## config.mk

```make
export PLATFORM = sky130hd
export DESIGN_NAME = branch_predictor_gshare_param
export DESIGN_NICKNAME = d
export VERILOG_FILES = /design/src/rtl/mips_core_pkg.sv /design/src/rtl/bp_pht.sv /design/src/rtl/branch_predictor_gshare_param.sv
export SDC_FILE = /design/constraint.sdc
export NUM_CORES = 2
export LEC_CHECK = 0
export CORE_MARGIN = 10
export CORE_UTILIZATION = 65
export CTS_BUF_LIST = sky130_fd_sc_hd__clkbuf_4 sky130_fd_sc_hd__clkbuf_8
export DETAILED_ROUTE_END_ITERATION = 8
export GPL_ROUTABILITY_DRIVEN = 1
export PLACE_DENSITY = 0.93
export SYNTH_ARGS = -nofsm -noshare
export SYNTH_HDL_FRONTEND = slang
export SYNTH_SLANG_ARGS = --single-unit
```

## constraint.sdc

```tcl
create_clock -name clk -period 40 [get_ports clk]
set_clock_uncertainty 0.15 [all_clocks]
set_input_delay 8 -clock clk [delete_from_list [all_inputs] [get_ports clk]]
set_output_delay 8 -clock clk [all_outputs]
set_load 0.03 [all_outputs]
```

## src/rtl/mips_core_pkg.sv

```systemverilog
// Shared core types: branch direction enum, address width, counter update helper.
// Latency: n/a (types and pure functions only).
// Backpressure: n/a.
package mips_core_pkg;

    localparam int ADDR_WIDTH = 32;

    typedef enum logic {
        NOT_TAKEN = 1'b0,
        TAKEN     = 1'b1
    } BranchOutcome;

    // Saturating up/down counter step for predictor tables. Counters are
    // carried in an 8-bit container so one function serves any table whose
    // counter width is 1..8; 'bits' is the real width.
    function automatic logic [7:0] sat_update(input logic [7:0]  ctr,
                                              input logic        taken,
                                              input int unsigned bits);
        logic [7:0] max_val;
        max_val = 8'((16'd1 << bits) - 16'd1);
        if (taken) begin
            return (ctr == max_val) ? ctr : ctr + 8'd1;
        end else begin
            return (ctr == 8'd0) ? ctr : ctr - 8'd1;
        end
    endfunction

endpackage

```

## src/rtl/bp_pht.sv

```systemverilog
// Pattern history table of saturating counters with a post-reset init sweep.
// Latency: read combinational; write visible next cycle; sweep 2^IDX_BITS cycles.
// Backpressure: none; writes are dropped until ready=1.
// Ports: clk, rst_n (sync, active-low), rd_idx -> rd_msb (counter MSB),
//        wr_en/wr_idx/wr_taken (one counter step per cycle), ready (sweep done).
module bp_pht #(
    parameter int IDX_BITS = 9,
    parameter int CTR_BITS = 2
) (
    input  logic                clk,
    input  logic                rst_n,
    input  logic [IDX_BITS-1:0] rd_idx,
    output logic                rd_msb,
    input  logic                wr_en,
    input  logic [IDX_BITS-1:0] wr_idx,
    input  logic                wr_taken,
    output logic                ready
);
    import mips_core_pkg::*;

    typedef enum logic {
        INIT = 1'b0,
        RUN  = 1'b1
    } state_t;

    localparam int                  ENTRIES    = 2 ** IDX_BITS;
    localparam logic [CTR_BITS-1:0] WEAK_TAKEN = CTR_BITS'(1) << (CTR_BITS - 1);

    state_t              state;
    logic [IDX_BITS-1:0] init_ptr;
    logic [CTR_BITS-1:0] mem [ENTRIES];

    // Sweep FSM; ready is registered alongside the state so it rises exactly
    // when the last entry has been written.
    always_ff @(posedge clk) begin
        if (!rst_n) begin
            state    <= INIT;
            init_ptr <= '0;
            ready    <= 1'b0;
        end else begin
            case (state)
                INIT: begin
                    init_ptr <= init_ptr + 1'b1;
                    if (init_ptr == '1) begin
                        state <= RUN;
                        ready <= 1'b1;
                    end
                end
                RUN: begin
                    state <= RUN;
                end
                default: state <= INIT;
            endcase
        end
    end

    // Single write port: the sweep owns it during INIT, training during RUN.
    // Storage itself is not reset; the sweep rewrites every entry.
    always_ff @(posedge clk) begin
        if (state == INIT) begin
            mem[init_ptr] <= WEAK_TAKEN;
        end else if (wr_en && rst_n) begin
            mem[wr_idx] <= CTR_BITS'(sat_update(8'(mem[wr_idx]), wr_taken, CTR_BITS));
        end
    end

    assign rd_msb = mem[rd_idx][CTR_BITS-1];

endmodule

```

## src/rtl/branch_predictor_gshare_param.sv

```systemverilog
// Bimodal/gshare branch direction predictor with global history and mispredict counter.
// Latency: prediction combinational; training, GHR and count update next cycle.
// Backpressure: none; feedback is never stalled, it is ignored while o_ready=0.
// Ports: clk, rst_n (sync, active-low); request i_req_valid/i_req_pc/i_req_target ->
//        o_req_prediction, o_ready; feedback i_fb_valid/i_fb_pc/i_fb_prediction/
//        i_fb_outcome; status o_ghr (newest outcome in bit 0), o_mispredict_count.
module branch_predictor_gshare_param
    import mips_core_pkg::*;
#(
    parameter int IDX_BITS   = 9,
    parameter int CTR_BITS   = 2,
    parameter int HIST_BITS  = 8,
    parameter int PC_LSB     = 2,
    parameter int USE_GSHARE = 1,
    parameter int CNT_BITS   = 32
) (
    input  logic                  clk,
    input  logic                  rst_n,
    input  logic                  i_req_valid,
    input  logic [ADDR_WIDTH-1:0] i_req_pc,
    input  logic [ADDR_WIDTH-1:0] i_req_target,
    output BranchOutcome          o_req_prediction,
    output logic                  o_ready,
    input  logic                  i_fb_valid,
    input  logic [ADDR_WIDTH-1:0] i_fb_pc,
    input  BranchOutcome          i_fb_prediction,
    input  BranchOutcome          i_fb_outcome,
    output logic [HIST_BITS-1:0]  o_ghr,
    output logic [CNT_BITS-1:0]   o_mispredict_count
);

    logic [HIST_BITS-1:0] ghr;
    logic [HIST_BITS-1:0] ghr_nxt;
    logic [IDX_BITS-1:0]  ghr_ext;
    logic [IDX_BITS-1:0]  req_idx;
    logic [IDX_BITS-1:0]  fb_idx;
    logic [CNT_BITS-1:0]  mis_cnt;
    logic                 pht_ready;
    logic                 rd_msb;
    logic                 fb_go;
    logic                 fb_taken;

    // Request strobe and target are advisory; upper PC bits do not index.
    logic unused_inputs;
    assign unused_inputs = ^{i_req_valid, i_req_target, i_req_pc, i_fb_pc};

    // History zero-extended to index width; in bimodal mode it is still
    // tracked but contributes nothing to the hash.
    always_comb begin
        ghr_ext = '0;
        if (USE_GSHARE != 0) begin
            ghr_ext[HIST_BITS-1:0] = ghr;
        end
    end

    // Both hashes use the committed (pre-update) history of this cycle.
    assign req_idx  = i_req_pc[PC_LSB +: IDX_BITS] ^ ghr_ext;
    assign fb_idx   = i_fb_pc[PC_LSB +: IDX_BITS] ^ ghr_ext;
    assign fb_go    = i_fb_valid && pht_ready;
    assign fb_taken = (i_fb_outcome == TAKEN);

    always_comb begin
        ghr_nxt    = ghr << 1;
        ghr_nxt[0] = fb_taken;
    end

    always_ff @(posedge clk) begin
        if (!rst_n) begin
            ghr     <= '0;
            mis_cnt <= '0;
        end else if (fb_go) begin
            ghr <= ghr_nxt;
            if ((i_fb_prediction != i_fb_outcome) && (mis_cnt != '1)) begin
                mis_cnt <= mis_cnt + 1'b1;
            end
        end
    end

    bp_pht #(
        .IDX_BITS (IDX_BITS),
        .CTR_BITS (CTR_BITS)
    ) u_pht (
        .clk      (clk),
        .rst_n    (rst_n),
        .rd_idx   (req_idx),
        .rd_msb   (rd_msb),
        .wr_en    (fb_go),
        .wr_idx   (fb_idx),
        .wr_taken (fb_taken),
        .ready    (pht_ready)
    );

    // Until the sweep completes the table is meaningless; default to TAKEN.
    assign o_req_prediction   = (!pht_ready || rd_msb) ? TAKEN : NOT_TAKEN;
    assign o_ready            = pht_ready;
    assign o_ghr              = ghr;
    assign o_mispredict_count = mis_cnt;

endmodule

```

==> impl_metrics.env <==
export IMPL_result_of_the_run="complete, but fails checks"
export IMPL_violated_checks="design-rule violations"
export IMPL_ant_nets=0
export IMPL_share_of_final_layout_standard_cells_stronger_than_drive_strength_1_pct=23.2
export IMPL_synth_async_reset_ratio_pct=0
export IMPL_ys_types=55
export IMPL_hold_depth=2
export IMPL_area_growth_pct=9.97
export IMPL_synthesis_yosys_warnings=0
export IMPL_cts_tree="yes"
export IMPL_crit_fanout=95
export IMPL_core_ar_um2=73200
export IMPL_worst_hold_path_type="flop to flop"
export IMPL_horizontal_die_dimension_um=292
export IMPL_postCtsSetupBuffers=0
export IMPL_cts_buffers_inserted=164
export IMPL_gp_weighted_congestion=0.909
export IMPL_clock_tree_buffer_depth=3
export IMPL_fmax_ghz=0.0471
export IMPL_dp_slack_ns=18.82
export IMPL_fillCellCount=3723
export IMPL_slew_headroom_pct=7.21
export IMPL_cts_root_buffer="clkbuf_8"
export IMPL_number_of_register_bits_inferred_by_synthesis=1075
export IMPL_finalNonFillerCells=4175
export IMPL_criticalPathCategory="input port to primary output"
export IMPL_drt_pass1_iter_count=9
export IMPL_yosysSeqAreaShare_pct=65.9
export IMPL_htree_num_levels=4
export IMPL_syn_instance_count=3012
export IMPL_tightestPinTransition_ns=1.39
export IMPL_power_w=0.00224
export IMPL_port_buffers=64
export IMPL_hold_viol_final=0
export IMPL_worst_slack_ns=18.75
export IMPL_remaining_drc_errors=6
export IMPL_synth_enable_flop_cells=1024
export IMPL_num_io_pins=144
export IMPL_post_cts_hold_buffer_count=0
export IMPL_worst_endpoint_required_ns=31.85
export IMPL_grt_antenna_before_repair=10
export IMPL_cts_num_sinks=1075
export IMPL_layout_min_cycle_time_ns=21.25
export IMPL_synth_cell_area_um2=48200
export IMPL_via_per_inst=7.56
export IMPL_sequential_cell_area_um2=31800
export IMPL_startpoint_type="input port"
export IMPL_maxCapViolCount=0
export IMPL_fin_tns_setup_ns=0
export IMPL_wirelength_mm=138
export IMPL_postSynth_topFlopCell="edfxtp_1"
export IMPL_power_static_leakage_nw=16.9
export IMPL_synthesized_netlist_net_count=3117
export IMPL_power_density_nw_per_um2=42.2
export IMPL_clk_latency_ns=0.88
export IMPL_finish_net_count=3184
export IMPL_max_vdd_ir_drop_mv=0.0318
export IMPL_timing_reg2reg_worst_path_depth=14
export IMPL_setup_violations=0
export IMPL_grt_max_degree=305
export IMPL_grt_pass1_wl_mm=202
export IMPL_dp_final_hpwl_mm=79.2
export IMPL_clk_pin_slew_ns=0.07
export IMPL_setup_worst_path_end_class="primary output"
export IMPL_number_of_global_route_vias_before_repair=32100
export IMPL_final_min_period_over_clock_period_pct=53.1
export IMPL_gr_total_overflow=0
export IMPL_worst_ep_arrival_time_ns=13.10
export IMPL_rsz_0062_raised_after_global_routing="false"
export IMPL_synth_area_per_cell_um2=16.0
export IMPL_via_count=31600
export IMPL_die_area_um2=85500
export IMPL_multi_input_comb_area_um2=15600
export IMPL_maxSlewViolCount=0
export IMPL_placed_cells=3872
export IMPL_grtUsageTotal_pct=32.0
export IMPL_initial_utilization_pct=65.9
export IMPL_die_h_um=292
export IMPL_cts_resized_gates=0
export IMPL_routedWlPerCell_um=33.1
export IMPL_dr_first_iter_drc_count=5816
export IMPL_core_rowCount=99
[registers in the layout (all words and copies together), names as in the netlist]
| name | cells |
|---|---|
| u_pht.init_ptr | 9 |
| o_ghr | 8 |
| o_mispredict_count | 32 |
| u_pht.state | 1 |
| u_pht.ready | 1 |
| u_pht.mem | 1024 |
[report_power, final]
group	switching, W	leakage [nW]	internal, W
registers	0.000000662	10.4	0.00121
clock network	0.000431	1.72	0.000491
logic	0.0000698	4.84	0.0000315
[layout make-up]
type / instances / share of cell area, %
Inverter: 2 / 0.0142
Multi-Input combinational cell: 1717 / 29.4
Timing Repair Buffer: 119 / 2.15
Tap cell: 959 / 2.26
Antenna cell: 3 / 0.0142
Sequential cell: 1075 / 59.9
Clock buffer: 229 / 5.27
Clock inverter: 71 / 0.939
[stage by stage]
stage,hold WS (ns),area [um^2],utilization (%)
2_1_floorplan,0.341,48200,-
3_3_place_gp,0.345,49700,67.9
3_5_place_dp,0.381,49700,67.9
4_1_cts,0.389,53000,72.4
5_1_grt,0.435,53000,72.4
6_report,0.398,53000,72.4
[kinds of logic after synthesis]
logic type      share of synthesized area (%)
mux                                      18.8
simple gates                             8.56
compound gates                           3.29
buf+inv                                  2.21
fa+ha+maj                              0.0986
flops                                    65.9
xor+xnor                                 1.12
[layout by cell type (no fill, tap or decap), types with 6 or more instances in the layout]
cell                n
a21boi_0           15
xor2_1             10
xor2_4              7
nand2_2            16
clkinv_1           37
buf_4              48
and3_1             15
nor2_1            561
mux4_2            390
dfxtp_1            51
xnor2_1            35
o2111ai_1          10
buf_12              7
a31oi_1            18
nor3_1              6
a22oi_1            66
a32oi_1             9
clkbuf_8          172
nor4_1              6
and2_1             43
o22ai_1             8
mux2i_1            27
bufinv_16           6
a21oi_1            48
clkinv_2           15
clkbuf_4           57
edfxtp_1         1024
nor2b_1             6
nand4_1            12
clkinvlp_4          8
nand3_1            68
a2111oi_0           6
nand2_1           256
clkdlybuf4s50_1    64
o21ai_0            15
[synthesized netlist by cell type, drive strengths merged (3+ instances only)]
cell | instances | share of area (%)
edfxtp | 1024 | 64
nor2 | 562 | 4.4
mux4 | 390 | 18
nand2 | 273 | 2.1
clkbuf | 130 | 1.0
buf | 88 | 1.2
nand3 | 68 | 0.71
a22oi | 66 | 1.0
dfxtp | 51 | 2.1
a21oi | 49 | 0.51
and2 | 43 | 0.56
xnor2 | 40 | 0.74
mux2i | 27 | 0.56
o21ai | 20 | 0.21
a31oi | 18 | 0.23
xor2 | 18 | 0.38
a21boi | 15 | 0.23
and3 | 15 | 0.19
nand4 | 12 | 0.16
o2111ai | 10 | 0.18
a32oi | 9 | 0.16
o22ai | 8 | 0.10
a2111oi | 6 | 0.11
a311oi | 6 | 0.12
nor2b | 6 | 0.078
nor3 | 6 | 0.062
nor4 | 6 | 0.078
or3 | 5 | 0.065
a22o | 4 | 0.073
nand3b | 4 | 0.062
o211ai | 4 | 0.062
ha | 3 | 0.078
o21a | 3 | 0.047
o31ai | 3 | 0.047
[worst paths after layout]
check	end	slack [ns]	from
max	o_req_prediction	18.75	i_req_pc[2]
min	o_mispredict_count[10]	0.40	o_mispredict_count[10]
max reg2reg	u_pht.mem[73][0]	31.42	o_ghr[1]
min reg2reg	o_mispredict_count[10]	0.40	o_mispredict_count[10]
[metal layers]
| layer | vias to the layer above | part of all wire, % | global-route usage (%) |
|---|---|---|---|
| li1 | 12000 | - | - |
| met1 | 15300 | 29 | 37.6 |
| met2 | 3449 | 46 | 49.0 |
| met3 | 869 | 16 | 13.0 |
| met4 | 14 | 7.6 | 20.1 |
| met5 | - | 0.10 | 0.454 |
[critical path: stages]
cell	delay [ns]
clkdlybuf4s50_1	0.55
xor2_4	0.15
buf_4	0.60
buf_12	0.71
mux4_2	0.62
mux4_2	0.61
mux4_2	0.55
a22oi_1	0.25
and4b_1	0.24
a31oi_1	0.06
clkdlybuf4s50_1	0.62
(Power assumes the default switching activity.)
